[src/rtl/spi_slave_if_if.sv]
// SPI pins plus local rx/tx byte bus for spi_slave_if, with slave (DUT) and master (driver) views.
interface spi_slave_if_if;
  // SPI pins
  logic        cs_n;
  logic        sck;
  logic        mosi;
  logic        miso;
  logic        miso_oe;
  // Local byte bus
  logic [7:0]  rx_data;
  logic        rx_valid;
  logic [7:0]  tx_data;
  logic        tx_valid;
  logic        tx_ready;
  logic [15:0] byte_cnt;
  logic        frame_start;
  logic        frame_end;
  logic        tx_underrun;

  modport slave (
    input  cs_n, sck, mosi, tx_data, tx_valid,
    output miso, miso_oe, rx_data, rx_valid, tx_ready,
           byte_cnt, frame_start, frame_end, tx_underrun
  );

  modport master (
    output cs_n, sck, mosi, tx_data, tx_valid,
    input  miso, miso_oe, rx_data, rx_valid, tx_ready,
           byte_cnt, frame_start, frame_end, tx_underrun
  );
endinterface

[src/rtl/spi_slave_if.sv]
// SPI slave: oversamples cs_n/sck/mosi in the system clock domain, deserializes
// MOSI into bytes and serializes local tx bytes onto MISO, full duplex, MSB first.
module spi_slave_if #(
  parameter int unsigned PHASE       = 0,
  parameter int unsigned ACTIVE      = 0,
  parameter logic [7:0]  TX_DEFAULT  = 8'hFF,
  parameter int unsigned SYNC_STAGES = 2
) (
  input  logic          clock,
  input  logic          rst_n,
  spi_slave_if_if.slave bus
);

  localparam logic [1:0] ST_IDLE = 2'd0;
  localparam logic [1:0] ST_LOAD = 2'd1;
  localparam logic [1:0] ST_XFER = 2'd2;

  localparam logic SCK_IDLE = (ACTIVE != 0) ? 1'b1 : 1'b0;
  localparam logic PHASE1   = (PHASE  != 0) ? 1'b1 : 1'b0;

  // Synchronizers and edge-detect history
  logic [SYNC_STAGES-1:0] cs_sync_q,   cs_sync_d;
  logic [SYNC_STAGES-1:0] sck_sync_q,  sck_sync_d;
  logic [SYNC_STAGES-1:0] mosi_sync_q, mosi_sync_d;
  logic [SYNC_STAGES-1:0] flush_q,     flush_d;
  logic                   cs_prev_q,   cs_prev_d;
  logic                   sck_prev_q,  sck_prev_d;
  logic                   armed_q,     armed_d;

  // Frame control
  logic [1:0]  state_q,   state_d;
  logic [2:0]  bit_cnt_q, bit_cnt_d;
  logic        hold_q,    hold_d;
  logic [15:0] byte_cnt_q, byte_cnt_d;

  // Shift registers
  logic [7:0]  rx_sh_q, rx_sh_d;
  logic [7:0]  tx_sh_q, tx_sh_d;

  // Registered outputs
  logic        miso_q,        miso_d;
  logic        miso_oe_q,     miso_oe_d;
  logic [7:0]  rx_data_q,     rx_data_d;
  logic        rx_valid_q,    rx_valid_d;
  logic        frame_start_q, frame_start_d;
  logic        frame_end_q,   frame_end_d;
  logic        tx_underrun_q, tx_underrun_d;

  // Decoded events
  logic cs_s, sck_s, mosi_s;
  logic cs_fall, cs_rise;
  logic lead_edge, trail_edge, sample_edge, shift_edge;
  logic load_now, boundary, byte_done;

  assign cs_s   = cs_sync_q[SYNC_STAGES-1];
  assign sck_s  = sck_sync_q[SYNC_STAGES-1];
  assign mosi_s = mosi_sync_q[SYNC_STAGES-1];

  // Shift the pins through the synchronizers and detect edges against the previous synchronized value
  always_comb begin
    cs_sync_d   = {cs_sync_q[SYNC_STAGES-2:0],   bus.cs_n};
    sck_sync_d  = {sck_sync_q[SYNC_STAGES-2:0],  bus.sck};
    mosi_sync_d = {mosi_sync_q[SYNC_STAGES-2:0], bus.mosi};
    // flush marks when the reset preset has fully drained out of the synchronizers
    flush_d     = {flush_q[SYNC_STAGES-2:0], 1'b1};
    cs_prev_d   = cs_s;
    sck_prev_d  = sck_s;
    // a frame may only start after cs_n has genuinely been seen high since reset
    armed_d     = armed_q | (flush_q[SYNC_STAGES-1] & cs_s);

    cs_fall     = cs_prev_q & ~cs_s;
    cs_rise     = ~cs_prev_q & cs_s;
    lead_edge   = (sck_prev_q == SCK_IDLE) && (sck_s != SCK_IDLE);
    trail_edge  = (sck_prev_q != SCK_IDLE) && (sck_s == SCK_IDLE);
    sample_edge = PHASE1 ? trail_edge : lead_edge;
    shift_edge  = PHASE1 ? lead_edge  : trail_edge;
  end

  // Frame FSM: byte assembly, MISO serialization and tx byte loading
  always_comb begin
    state_d       = state_q;
    bit_cnt_d     = bit_cnt_q;
    hold_d        = hold_q;
    byte_cnt_d    = byte_cnt_q;
    rx_sh_d       = rx_sh_q;
    tx_sh_d       = tx_sh_q;
    miso_d        = miso_q;
    rx_data_d     = rx_data_q;
    rx_valid_d    = 1'b0;
    frame_start_d = 1'b0;
    frame_end_d   = 1'b0;
    tx_underrun_d = 1'b0;
    load_now      = 1'b0;
    boundary      = 1'b0;
    byte_done     = 1'b0;

    case (state_q)
      ST_IDLE: begin
        if (armed_q && cs_fall) begin
          state_d       = ST_LOAD;
          frame_start_d = 1'b1;
          byte_cnt_d    = 16'd0;
          bit_cnt_d     = 3'd0;
        end
      end

      ST_LOAD: begin
        if (cs_rise) begin
          state_d     = ST_IDLE;
          frame_end_d = 1'b1;
        end else begin
          load_now = 1'b1;
          state_d  = ST_XFER;
        end
      end

      ST_XFER: begin
        if (sample_edge) begin
          rx_sh_d = {rx_sh_q[6:0], mosi_s};
          if (bit_cnt_q == 3'd7) begin
            byte_done  = 1'b1;
            rx_data_d  = rx_sh_d;
            rx_valid_d = 1'b1;
            bit_cnt_d  = 3'd0;
            if (byte_cnt_q != 16'hFFFF) begin
              byte_cnt_d = byte_cnt_q + 16'd1;
            end
          end else begin
            bit_cnt_d = bit_cnt_q + 3'd1;
          end
        end else if (shift_edge) begin
          if (hold_q) begin
            // bit7 of a freshly loaded byte: present it without shifting
            miso_d = tx_sh_q[7];
            hold_d = 1'b0;
          end else begin
            miso_d  = tx_sh_q[6];
            tx_sh_d = {tx_sh_q[6:0], 1'b0};
          end
        end

        // a completing byte still reports even when cs_n rises in the same cycle
        if (cs_rise) begin
          state_d     = ST_IDLE;
          frame_end_d = 1'b1;
        end else if (byte_done) begin
          load_now = 1'b1;
          boundary = 1'b1;
        end
      end

      default: state_d = ST_IDLE;
    endcase

    if (load_now) begin
      tx_sh_d       = bus.tx_valid ? bus.tx_data : TX_DEFAULT;
      tx_underrun_d = ~bus.tx_valid;
      miso_d        = tx_sh_d[7];
      // PHASE=1 presents bit7 on the next shift edge; PHASE=0 skips the trailing edge after a boundary
      hold_d        = PHASE1 | boundary;
    end

    miso_oe_d = (state_d != ST_IDLE);
  end

  // Control and output registers with synchronous active-low reset
  always_ff @(posedge clock) begin
    if (!rst_n) begin
      cs_sync_q     <= {SYNC_STAGES{1'b1}};
      sck_sync_q    <= {SYNC_STAGES{SCK_IDLE}};
      flush_q       <= '0;
      cs_prev_q     <= 1'b1;
      sck_prev_q    <= SCK_IDLE;
      armed_q       <= 1'b0;
      state_q       <= ST_IDLE;
      bit_cnt_q     <= 3'd0;
      hold_q        <= 1'b0;
      byte_cnt_q    <= 16'd0;
      miso_q        <= TX_DEFAULT[7];
      miso_oe_q     <= 1'b0;
      rx_data_q     <= 8'd0;
      rx_valid_q    <= 1'b0;
      frame_start_q <= 1'b0;
      frame_end_q   <= 1'b0;
      tx_underrun_q <= 1'b0;
    end else begin
      cs_sync_q     <= cs_sync_d;
      sck_sync_q    <= sck_sync_d;
      flush_q       <= flush_d;
      cs_prev_q     <= cs_prev_d;
      sck_prev_q    <= sck_prev_d;
      armed_q       <= armed_d;
      state_q       <= state_d;
      bit_cnt_q     <= bit_cnt_d;
      hold_q        <= hold_d;
      byte_cnt_q    <= byte_cnt_d;
      miso_q        <= miso_d;
      miso_oe_q     <= miso_oe_d;
      rx_data_q     <= rx_data_d;
      rx_valid_q    <= rx_valid_d;
      frame_start_q <= frame_start_d;
      frame_end_q   <= frame_end_d;
      tx_underrun_q <= tx_underrun_d;
    end
  end

  // Data-only registers: mosi synchronizer and shift registers carry no reset
  always_ff @(posedge clock) begin
    mosi_sync_q <= mosi_sync_d;
    rx_sh_q     <= rx_sh_d;
    tx_sh_q     <= tx_sh_d;
  end

  assign bus.miso        = miso_q;
  assign bus.miso_oe     = miso_oe_q;
  assign bus.rx_data     = rx_data_q;
  assign bus.rx_valid    = rx_valid_q;
  assign bus.tx_ready    = load_now;
  assign bus.byte_cnt    = byte_cnt_q;
  assign bus.frame_start = frame_start_q;
  assign bus.frame_end   = frame_end_q;
  assign bus.tx_underrun = tx_underrun_q;

endmodule

[src/flat_wrapper.sv]
// flat-port wrapper written by rule: the top's interface ports become plain ports
module spi_slave_if_flat 
#(
  parameter int unsigned PHASE       = 0,
  parameter int unsigned ACTIVE      = 0,
  parameter logic [7:0]  TX_DEFAULT  = 8'hFF,
  parameter int unsigned SYNC_STAGES = 2
)
  (clock, rst_n, bus_cs_n, bus_sck, bus_mosi, bus_tx_data, bus_tx_valid, bus_miso, bus_miso_oe, bus_rx_data, bus_rx_valid, bus_tx_ready, bus_byte_cnt, bus_frame_start, bus_frame_end, bus_tx_underrun);
  spi_slave_if_if bus_i ();
  input  logic clock;
  input  logic rst_n;
  input wire logic [$bits(bus_i.cs_n)-1:0] bus_cs_n;
  input wire logic [$bits(bus_i.sck)-1:0] bus_sck;
  input wire logic [$bits(bus_i.mosi)-1:0] bus_mosi;
  input wire logic [$bits(bus_i.tx_data)-1:0] bus_tx_data;
  input wire logic [$bits(bus_i.tx_valid)-1:0] bus_tx_valid;
  output wire logic [$bits(bus_i.miso)-1:0] bus_miso;
  output wire logic [$bits(bus_i.miso_oe)-1:0] bus_miso_oe;
  output wire logic [$bits(bus_i.rx_data)-1:0] bus_rx_data;
  output wire logic [$bits(bus_i.rx_valid)-1:0] bus_rx_valid;
  output wire logic [$bits(bus_i.tx_ready)-1:0] bus_tx_ready;
  output wire logic [$bits(bus_i.byte_cnt)-1:0] bus_byte_cnt;
  output wire logic [$bits(bus_i.frame_start)-1:0] bus_frame_start;
  output wire logic [$bits(bus_i.frame_end)-1:0] bus_frame_end;
  output wire logic [$bits(bus_i.tx_underrun)-1:0] bus_tx_underrun;
  assign bus_i.cs_n = bus_cs_n;
  assign bus_i.sck = bus_sck;
  assign bus_i.mosi = bus_mosi;
  assign bus_i.tx_data = bus_tx_data;
  assign bus_i.tx_valid = bus_tx_valid;
  assign bus_miso = bus_i.miso;
  assign bus_miso_oe = bus_i.miso_oe;
  assign bus_rx_data = bus_i.rx_data;
  assign bus_rx_valid = bus_i.rx_valid;
  assign bus_tx_ready = bus_i.tx_ready;
  assign bus_byte_cnt = bus_i.byte_cnt;
  assign bus_frame_start = bus_i.frame_start;
  assign bus_frame_end = bus_i.frame_end;
  assign bus_tx_underrun = bus_i.tx_underrun;
  spi_slave_if #(.PHASE(PHASE), .ACTIVE(ACTIVE), .TX_DEFAULT(TX_DEFAULT), .SYNC_STAGES(SYNC_STAGES)) u_core (.clock(clock), .rst_n(rst_n), .bus(bus_i));
endmodule
[config.mk]
export PLATFORM = sky130hd
export DESIGN_NAME = spi_slave_if_flat
export DESIGN_NICKNAME = d
export VERILOG_FILES = /design/src/rtl/spi_slave_if_if.sv /design/src/rtl/spi_slave_if.sv /design/src/flat_wrapper.sv
export SDC_FILE = /design/constraint.sdc
export NUM_CORES = 1
export LEC_CHECK = 0
export CAP_MARGIN = 10
export CORE_MARGIN = 2
export CORE_UTILIZATION = 53
export CTS_CLUSTER_SIZE = 16
export DETAILED_ROUTE_END_ITERATION = 16
export PLACE_DENSITY = 0.75
export SYNTH_ARGS = -nofsm -noshare
export SYNTH_HDL_FRONTEND = slang
export SYNTH_SLANG_ARGS = --single-unit
[constraint.sdc]
create_clock -name clock -period 2.05 [get_ports clock]
set_input_delay 0.3075 -clock clock [delete_from_list [all_inputs] [get_ports clock]]
set_output_delay 0.3075 -clock clock [all_outputs]
set_load 0.02 [all_outputs]
==> metrics.yaml, run 1 <==
intPower_uw: 2120
pwr_density_cell_nw_per_um2: 707
vias: 2494
yosysMostFrequentCell: "dfxtp_1"
power_leakage_uw: 0.00140
p_comb_share_pct: 3.9
fin_crit_ps: 2020
p_switching_uw: 540
syn_avg_cell_area_um2: 9.60
cts_buffers: 9
io_buffers: 44
cts_hold_buf: 0
fin_crit_sh_pct: 98.6
antenna_found_initial: 0
gp_congestion: 0.907
wirelength_um: 6850
reg2reg_depth: 10
ys_ff_latch: 62
clockRootBuffer: "clkbuf_8"
yosys_most_used_dff: "dfxtp_1"
synth_area_leader_cell: "dfxtp_1"
min_path_type: "reg2reg"
ys_warn_count: 0
holdPathEnd: "u_core.mosi_sync_q[1]"
critPathKind: "reg2reg"
whs_path_depth: 0
die_area_um2: 5750
fp-row-count: 26
detail_route.wl_per_cell_um: 15.6
slew_headroom_pct: 65.2
worstMarginPinSlew_ps: 518
syn_nets: 306
async_reset_ff_share_pct: 0
rrSetupSlack_ps: 30
dr.pass1.iters: 4
grt_use_total_pct: 23.9
overflow: 0
drc: 0
syn2layout_area_growth_pct: 37.2
grt_pass1_wl_um: 10200
grt_pass1_vias: 2302
path_max_fanout: 4
dp_cells: 419
synth_cells: 285
yosys-top-cells-count: "dfxtp_1 (47), nand2_1 (28), nor2_1 (21), inv_1 (19)"
start_kind: "flip-flop"
nFillCells: 374
dp_hpwl_um: 4420
ys_seq_area_share_pct: 50.8
clkSlewWorstSetupHoldPaths_ps: 70
cts_tree: "built"
hp-start: "u_core.mosi_sync_q[0]"
ant_nets: 0
dr.first_iter.drc_count: 137
slew_viol_final: 0
synthTopCellsByArea: "dfxtp_1 (34%), edfxtp_1 (16%), nand2_1 (3.8%)"
clockBufferDepth: 2
max_freq_mhz: 495
core-area_um2: 5040
rr_startpoint: "u_core.bit_cnt_q[0]"
p_seq_share_pct: 47.6
diodes: 0
switching_share_pct: 20.3
dieHeight_um: 75.9
outcome: "complete, no violations"
synth_top_area_share_pct: 34.4
start_util_pct: 54.3
final-hold-violation-count: 0
peakVddDrop_mv: 0.574
cp-end-kind: "flip-flop"
maxCapViolCount: 0
die_x_um: 75.9
clkPwrFrac_pct: 48.4
synth_area_um2: 2740
cts.htree.levels: 3
drive_above_1_share_pct: 18.2
pin_count: 45
avgViaCountPerCell: 5.69
critPathRequiredTime_ps: 2150
synth.distinct_cells: 50
synth_edf_count: 15
grt_max_degree: 19
layoutNonFillerInstCount: 438
cts.sinks: 62
final_nets: 384
power_uw: 2660
finalClockSkew_ps: 7.43
rr_endpoint: "u_core.tx_sh_q[7]"
arrival_ps: 2120
final-setup-viol-count: 0
clock_latency_ps: 340
kinds of logic after synthesis:
logic type      after synthesis  synth area share, %
fa+ha+maj                     7                 3.20
simple gates                111                 22.2
compound gates               70                 17.1
flops                        62                 50.8
mux                           4                 1.46
buf+inv                      31                 5.12
per-stage QoR:
stage / setup slack [ps] / hold WS, ps / instance area (µm²) / TNS, ps / util, %
finish: 29.4 / 335 / 3750 / 0 / 74.4
global route: -52.9 / 349 / 3750 / -283 / 74.4
global placement: 39.0 / 316 / 3440 / 0 / 68.1
CTS: -6.15 / 338 / 3690 / -13.1 / 73.2
floorplan: 70.0 / 310 / 2740 / 0 / -
detailed placement: 24.4 / 317 / 3440 / 0 / 68.1
cell usage in the layout, fill, tap and decap left out, types with 9 or more instances in the layout:
cell type / instances
clkbuf_8: 9
nand3_1: 18
nor2_1: 21
clkdlybuf4s50_1: 43
dfxtp_1: 45
a21oi_1: 18
buf_4: 34
nand2_1: 28
a31oi_1: 16
edfxtp_1: 15
inv_1: 19
metal layers:
| metal | up-vias | global-route usage, % | wire, µm |
|---|---|---|---|
| li1 | 1201 | - | - |
| met1 | 1197 | 28.2 | 2930 |
| met2 | 83 | 40.2 | 3430 |
| met3 | 13 | 6.35 | 375 |
| met4 | 0 | 11.3 | 113 |
| met5 | - | 0 | 0 |
worst max-delay path, stage by stage (launching register included):
cell	delay [ps]
dfxtp_2	360
ha_4	140
ha_4	120
and4b_1	210
o211ai_1	120
buf_4	160
buf_4	120
buf_4	120
buf_4	140
nor3b_2	220
nor2_1	70
flip-flops by register name (all words and copies together) (netlist names), 2 cells and up:
name,flops
u_core.flush_q,2
u_core.bit_cnt_q,3
u_core.cs_sync_q,2
u_core.bus.rx_data,8
u_core.tx_sh_q,8
u_core.state_q,2
u_core.mosi_sync_q,2
u_core.rx_sh_q,7
u_core.bus.byte_cnt,16
u_core.sck_sync_q,2
layout make-up:
class,instances,area (µm²),area share (%)
Clock buffer,10,128,3.40
Clock inverter,6,109,2.90
Inverter,19,71.3,1.90
Multi-Input combinational cell,192,1260,33.5
Sequential cell,62,1390,37.1
Tap cell,70,87.6,2.33
Timing Repair Buffer,79,708,18.9
worst max path at each step:
| stage | depth (start not counted) | end | start | slack [ps] |
|---|---|---|---|---|
| global route | 10 | u_core.tx_sh_q[7] | u_core.bit_cnt_q[0] | -50 |
| floorplan | 6 | u_core.bus.byte_cnt[8] | u_core.bus.byte_cnt[0] | 70 |
| global placement | 6 | bus_tx_ready | u_core.bit_cnt_q[0] | 40 |
| CTS | 10 | u_core.tx_sh_q[7] | u_core.bit_cnt_q[0] | -6 |
| finish | 10 | u_core.tx_sh_q[7] | u_core.bit_cnt_q[0] | 30 |
| detailed placement | 6 | bus_tx_ready | u_core.bit_cnt_q[0] | 20 |
power by group through the flow:
| stage | Clock [µW] | Combinational (µW) | Sequential [µW] |
|---|---|---|---|
| finish | 1290 | 105 | 1260 |
| global route | 1350 | 113 | 1260 |
| CTS | 1290 | 101 | 1260 |
| floorplan | 0 | 52.7 | 1290 |
| global placement | 0 | 96.2 | 1290 |
| detailed placement | 0 | 98.3 | 1290 |
what timing repair did:
action	CTS	global route
pin swaps	1	1
setup buffers	3	0
endpoints found under the setup margin	1	24
resized for setup	4	17
(Power assumes the default switching activity.)
==> run 2: changes to the inputs <==
--- a/config.mk
+++ b/config.mk
@@ -14,3 +14,4 @@
 export SYNTH_ARGS = -nofsm -noshare
 export SYNTH_HDL_FRONTEND = slang
 export SYNTH_SLANG_ARGS = --single-unit
+export TNS_END_PERCENT = 100
==> results of run 2 <==
No change in the layout: final DEF, timing and power equal those of run 1.
